$ cat config.mk
export PLATFORM = sky130hd
export DESIGN_NAME = cnn_relu_maxpool
export DESIGN_NICKNAME = d
export VERILOG_FILES = /design/src/rtl/cnn_relu_maxpool.sv
export SDC_FILE = /design/constraint.sdc
export NUM_CORES = 2
export LEC_CHECK = 0
export ABC_AREA = 1
export BUFFER_PORTS_ARGS = -buffer_cell sky130_fd_sc_hd__buf_2
export CORE_MARGIN = 2
export CORE_UTILIZATION = 55
export DETAILED_ROUTE_END_ITERATION = 8
export GPL_ROUTABILITY_DRIVEN = 0
export MAX_ROUTING_LAYER = met4
export PLACE_DENSITY = 0.76
export SLEW_MARGIN = 0
export SYNTH_ARGS = -nofsm -noshare
export SYNTH_HDL_FRONTEND = slang
export SYNTH_SLANG_ARGS = --single-unit
$ cat constraint.sdc
create_clock -name clk -period 7.9 [get_ports clk]
set_clock_uncertainty 0.2 [all_clocks]
set_input_delay 0.79 -clock clk [delete_from_list [all_inputs] [get_ports clk]]
set_output_delay 0.79 -clock clk [all_outputs]
set_load 0.05 [all_outputs]
$ cat src/rtl/cnn_relu_maxpool.sv
// ReLU + requantize (shift, unsigned saturate) + 2x2 stride-2 max pooling over a
// streamed raster conv-output map, CO channels in parallel.
module cnn_relu_maxpool #(
  parameter int CO     = 16,
  parameter int I_BW   = 20,
  parameter int O_BW   = 8,
  parameter int SHIFT  = 8,
  parameter int FMAP_W = 26,
  parameter int FMAP_H = 26
) (
  input  logic                 clk,
  input  logic                 reset_n,
  input  logic                 i_soft_reset,
  input  logic                 i_in_valid,
  input  logic [CO*I_BW-1:0]   i_in_fmap,
  output logic                 o_ot_valid,
  output logic [CO*O_BW-1:0]   o_ot_fmap,
  output logic                 o_frame_done
);

  localparam int CW = $clog2(FMAP_W);
  localparam int RW = $clog2(FMAP_H);
  localparam int LN = FMAP_W / 2;
  localparam int LW = (LN > 1) ? $clog2(LN) : 1;
  localparam logic [O_BW-1:0] Q_MAX = {O_BW{1'b1}};

  logic [CW-1:0]      col;
  logic [RW-1:0]      row;
  logic [CO*O_BW-1:0] q;
  logic [CO*O_BW-1:0] hold_reg;
  logic [CO*O_BW-1:0] h;
  logic [CO*O_BW-1:0] pooled;
  logic [CO*O_BW-1:0] lb_rd;
  logic [CO*O_BW-1:0] line_buf [LN];
  logic [LW-1:0]      lb_idx;
  logic               col_last;
  logic               row_last;

  assign col_last = (col == CW'(FMAP_W - 1));
  assign row_last = (row == RW'(FMAP_H - 1));
  assign lb_idx   = LW'(col >> 1);
  assign lb_rd    = line_buf[lb_idx];

  // Negative values clamp to zero; shifted positives above the output range saturate.
  always_comb begin
    logic [I_BW-1:0] x;
    logic [I_BW-1:0] s;
    q = '0;
    for (int c = 0; c < CO; c++) begin
      x = i_in_fmap[c*I_BW +: I_BW];
      s = x >> SHIFT;
      if (x[I_BW-1])
        q[c*O_BW +: O_BW] = '0;
      else if (|s[I_BW-1:O_BW])
        q[c*O_BW +: O_BW] = Q_MAX;
      else
        q[c*O_BW +: O_BW] = s[O_BW-1:0];
    end
  end

  always_comb begin
    h      = '0;
    pooled = '0;
    for (int c = 0; c < CO; c++) begin
      h[c*O_BW +: O_BW] = (hold_reg[c*O_BW +: O_BW] > q[c*O_BW +: O_BW]) ?
                          hold_reg[c*O_BW +: O_BW] : q[c*O_BW +: O_BW];
      pooled[c*O_BW +: O_BW] = (lb_rd[c*O_BW +: O_BW] > h[c*O_BW +: O_BW]) ?
                               lb_rd[c*O_BW +: O_BW] : h[c*O_BW +: O_BW];
    end
  end

  always_ff @(posedge clk or negedge reset_n) begin
    if (!reset_n) begin
      col          <= '0;
      row          <= '0;
      hold_reg     <= '0;
      o_ot_valid   <= 1'b0;
      o_frame_done <= 1'b0;
      o_ot_fmap    <= '0;
    end else if (i_soft_reset) begin
      col          <= '0;
      row          <= '0;
      hold_reg     <= '0;
      o_ot_valid   <= 1'b0;
      o_frame_done <= 1'b0;
      o_ot_fmap    <= '0;
    end else begin
      o_ot_valid   <= 1'b0;
      o_frame_done <= 1'b0;
      if (i_in_valid) begin
        if (col_last) begin
          col <= '0;
          row <= row_last ? '0 : row + 1'b1;
        end else begin
          col <= col + 1'b1;
        end
        if (!col[0]) begin
          hold_reg <= q;
        end else if (row[0]) begin
          o_ot_fmap    <= pooled;
          o_ot_valid   <= 1'b1;
          o_frame_done <= col_last && row_last;
        end
      end
    end
  end

  // Line buffer is never read before an even row has rewritten it, so it needs no reset.
  always_ff @(posedge clk) begin
    if (i_in_valid && !i_soft_reset && col[0] && !row[0])
      line_buf[lb_idx] <= h;
  end

endmodule

==> impl_metrics.toml <==
[floorplan]
io-pin-count = 454
die_y_microns = 394
num_rows = 143
core_sq_um = 152000
start_util_pct = 55.2
design.die.area_sq_um = 155000
die_w_microns = 394

[logic_synthesis]
synthMuxAreaShare_pct = 0.0120
yosys_warnings = 0
synth_area_sq_um = 83700
synth_top_family_by_area = "simple AND/OR/NAND/NOR gates"
synth_compound_area_share_pct = 9.53
ys_ff_latch = 1932
syn_area_per_cell_sq_um = 11.3
synth_nets = 7956
yosysTopAreaCell = "edfxtp_1"
syn_inst = 7404
yosysTopAreaCellShare_pct = 59.7
yosys.area_share.simple_pct = 14.0
synth.distinct_cells = 45
yosys-top-cells-area = "edfxtp_1 (60%), nand2_1 (8.3%), dfrtp_1 (8.0%)"
synth_fa_ha_area_share_pct = 3.41
synth_seq_area_share_pct = 67.7
synthXorXnorAreaFrac_pct = 0.0105

[clock_tree]
post_cts_buffers = 0
worstSkewPairLatency_ps = 840
htreeDepth = 4
cts_resized = 0
cts_tree = "built"
cts_root_buf = "clkbuf_16"
cts_hold_buf = 1
cts_buffer_depth = 3
numCtsBuffers = 188
clk_pin_slew_worst_paths_ps = 60
cts.sinks = 1932

[layout]
largest_register_ffs = 1664
layout_commonest_cell = "nand2_1"
syn_to_final_growth_pct = 12.3
final_cell_count_no_fill = 9915
layout_common_cells = "nand2_1 (1857), edfxtp_1 (1664), inv_1 (786)"
drive_gt1_share_pct = 11.2
nets = 8274

[setup_path]
critical_path.startpoint_type = "flip-flop"
worstSetupPathType = "reg -> reg"
critPathCaptureType = "flip-flop"
cp.arrival_ps = 6210
cp.required_ps = 8400
critPathMaxFanout = 92

[placement]
hpwl_microns = 122000
placed_cells = 9561
dp_slack_ps = 2150
port_buffers = 325

[detailed_routing]
wl_microns = 222000
drtAntennaViolNets = 0
drt_first_pass_iters = 6
via_per_inst = 5.94
wire_per_inst_microns = 22.3
drc = 0
first_iter_violations = 6734
dr_total_vias = 58900

[sta]
finalHoldViolCount = 0
min_period_over_period_pct = 72.2
period_needed_ps = 5700
max_freq_ghz = 0.175
tightest_slew_ps = 1360
setup_tns_ps = 0
rsz0062_at_grt = "false"
finalMaxSlewViolations = 0
setup_violations = 0
slew_headroom_pct = 8.45
fin_ws_ps = 2200

[job]
cap_viol_max_count = 0

[pwr]
ir_drop_uv = 231
leakagePower_uw = 0.0384
power.density_nw_per_um2 = 242

[global_route]
track_usage_pct = 28.9
grt.overflow.total = 0
grt_pass1_wl_microns = 335000
antenna_found_initial = 7
grt_pass1_vias = 57000
grt_max_degree = 139

[min_path]
holdCritPathClass = "in -> reg"

[outcome]
status = "complete, no violations"
Yosys cell counts:
| cell | number |
|---|---|
| a2111oi_2 | 10 |
| a211oi_1 | 17 |
| a21boi_0 | 2 |
| a21boi_1 | 1 |
| a21o_1 | 14 |
| a21oi_1 | 89 |
| a21oi_2 | 2 |
| a221oi_1 | 10 |
| a221oi_2 | 3 |
| a22oi_1 | 151 |
| a31oi_1 | 16 |
| buf_1 | 22 |
| buf_2 | 106 |
| buf_4 | 25 |
| buf_6 | 5 |
| clkbuf_1 | 153 |
| clkinv_1 | 1 |
| dfrtp_1 | 268 |
| edfxtp_1 | 1664 |
| ha_1 | 228 |
| inv_1 | 789 |
| inv_2 | 6 |
| mux2i_1 | 1 |
| nand2_1 | 1858 |
| nand2_2 | 25 |
| nand2_4 | 9 |
| nand3_1 | 378 |
| nand3b_2 | 10 |
| nand3b_4 | 1 |
| nand4_1 | 85 |
| nand4_2 | 2 |
| nor2_1 | 371 |
| nor2_2 | 23 |
| nor2_4 | 2 |
| nor3_1 | 3 |
| nor3b_1 | 2 |
| nor4_1 | 2 |
| o2111ai_1 | 3 |
| o21a_1 | 39 |
| o21ai_0 | 396 |
| o21ai_1 | 64 |
| o22ai_1 | 498 |
| or2_0 | 4 |
| or2_2 | 45 |
| xor2_1 | 1 |
area by class of cell:
cell class | instances | area (sq um)
tap | 2030 | 2540
clock inverter | 95 | 978
inverter | 796 | 3010
antenna | 1 | 2.50
fill | 11300 | 57600
multi-input combinational | 4365 | 22700
clock buffer | 257 | 5240
sequential | 1932 | 56700
timing repair buffer | 439 | 2800
cell families (layout without fill, tap and decap cells):
| kind of cell | after synthesis | after routing |
|---|---|---|
| AND/OR/NAND/NOR | 2820 | 2820 |
| flip-flops | 1932 | 1932 |
| AO/OA/AOI/OAI | 1315 | 1315 |
| buffers and inverters | 1107 | 1587 |
| adder cells (fa/ha/maj) | 228 | 228 |
| XOR/XNOR | 1 | 1 |
| multiplexers | 1 | 1 |
| other | 0 | 1 |
final timing paths:
path	from	slack (ps)	endpoint	cells past startpoint
min in group asynchronous	reset_n	330	o_ot_fmap[57]	2
worst max-delay path	col[2]	2200	o_ot_fmap[62]	17
worst min-delay path	i_in_fmap[8]	110	hold_reg[0]	3
worst max register to register	col[2]	2200	o_ot_fmap[62]	17
max in group asynchronous	reset_n	5650	hold_reg[85]	3
worst min register to register	o_ot_fmap[115]	280	o_ot_fmap[115]	2
report_power, final:
part | switching [uW] | internal, uW
sequential | 59.1 | 11400
combinational | 1650 | 619
clock | 3860 | 5120
worst max-delay path: stages, from the launching register on:
cell and delay [ps]:
dfrtp_2 950, buf_4 650, nor2_4 330, inv_6 870
buf_4 520, o22ai_1 130, o21ai_0 210, nand4_1 250
inv_1 120, ha_1 240, nand2_1 80, nor2_1 40
a211oi_1 240, nand2_2 190, nand2_2 170, nand2_1 70
nand3_1 110, nand2_1 60
layer usage:
metal  GRT usage (%)  up-vias  part of all wire, %
met5               -        -                    0
met4            9.66        0                  3.2
met3            4.84      484                   10
met2            46.0     3258                   48
met1            38.2    28600                   39
li1                -    26600                    -
through the flow:
step | utilization [%] | hold slack, ps | total power, uW | cell area [sq um]
after floorplan | - | 294 | 13200 | 83700
after global placement | 57.9 | 261 | 13800 | 87800
after detailed placement | 57.9 | 262 | 13900 | 87800
after CTS | 62.0 | 61.4 | 22700 | 94000
after global routing | 62.0 | 130 | 23400 | 94000
final | 62.0 | 106 | 22700 | 94000
No activity file was read; power rests on OpenSTA's default activity.
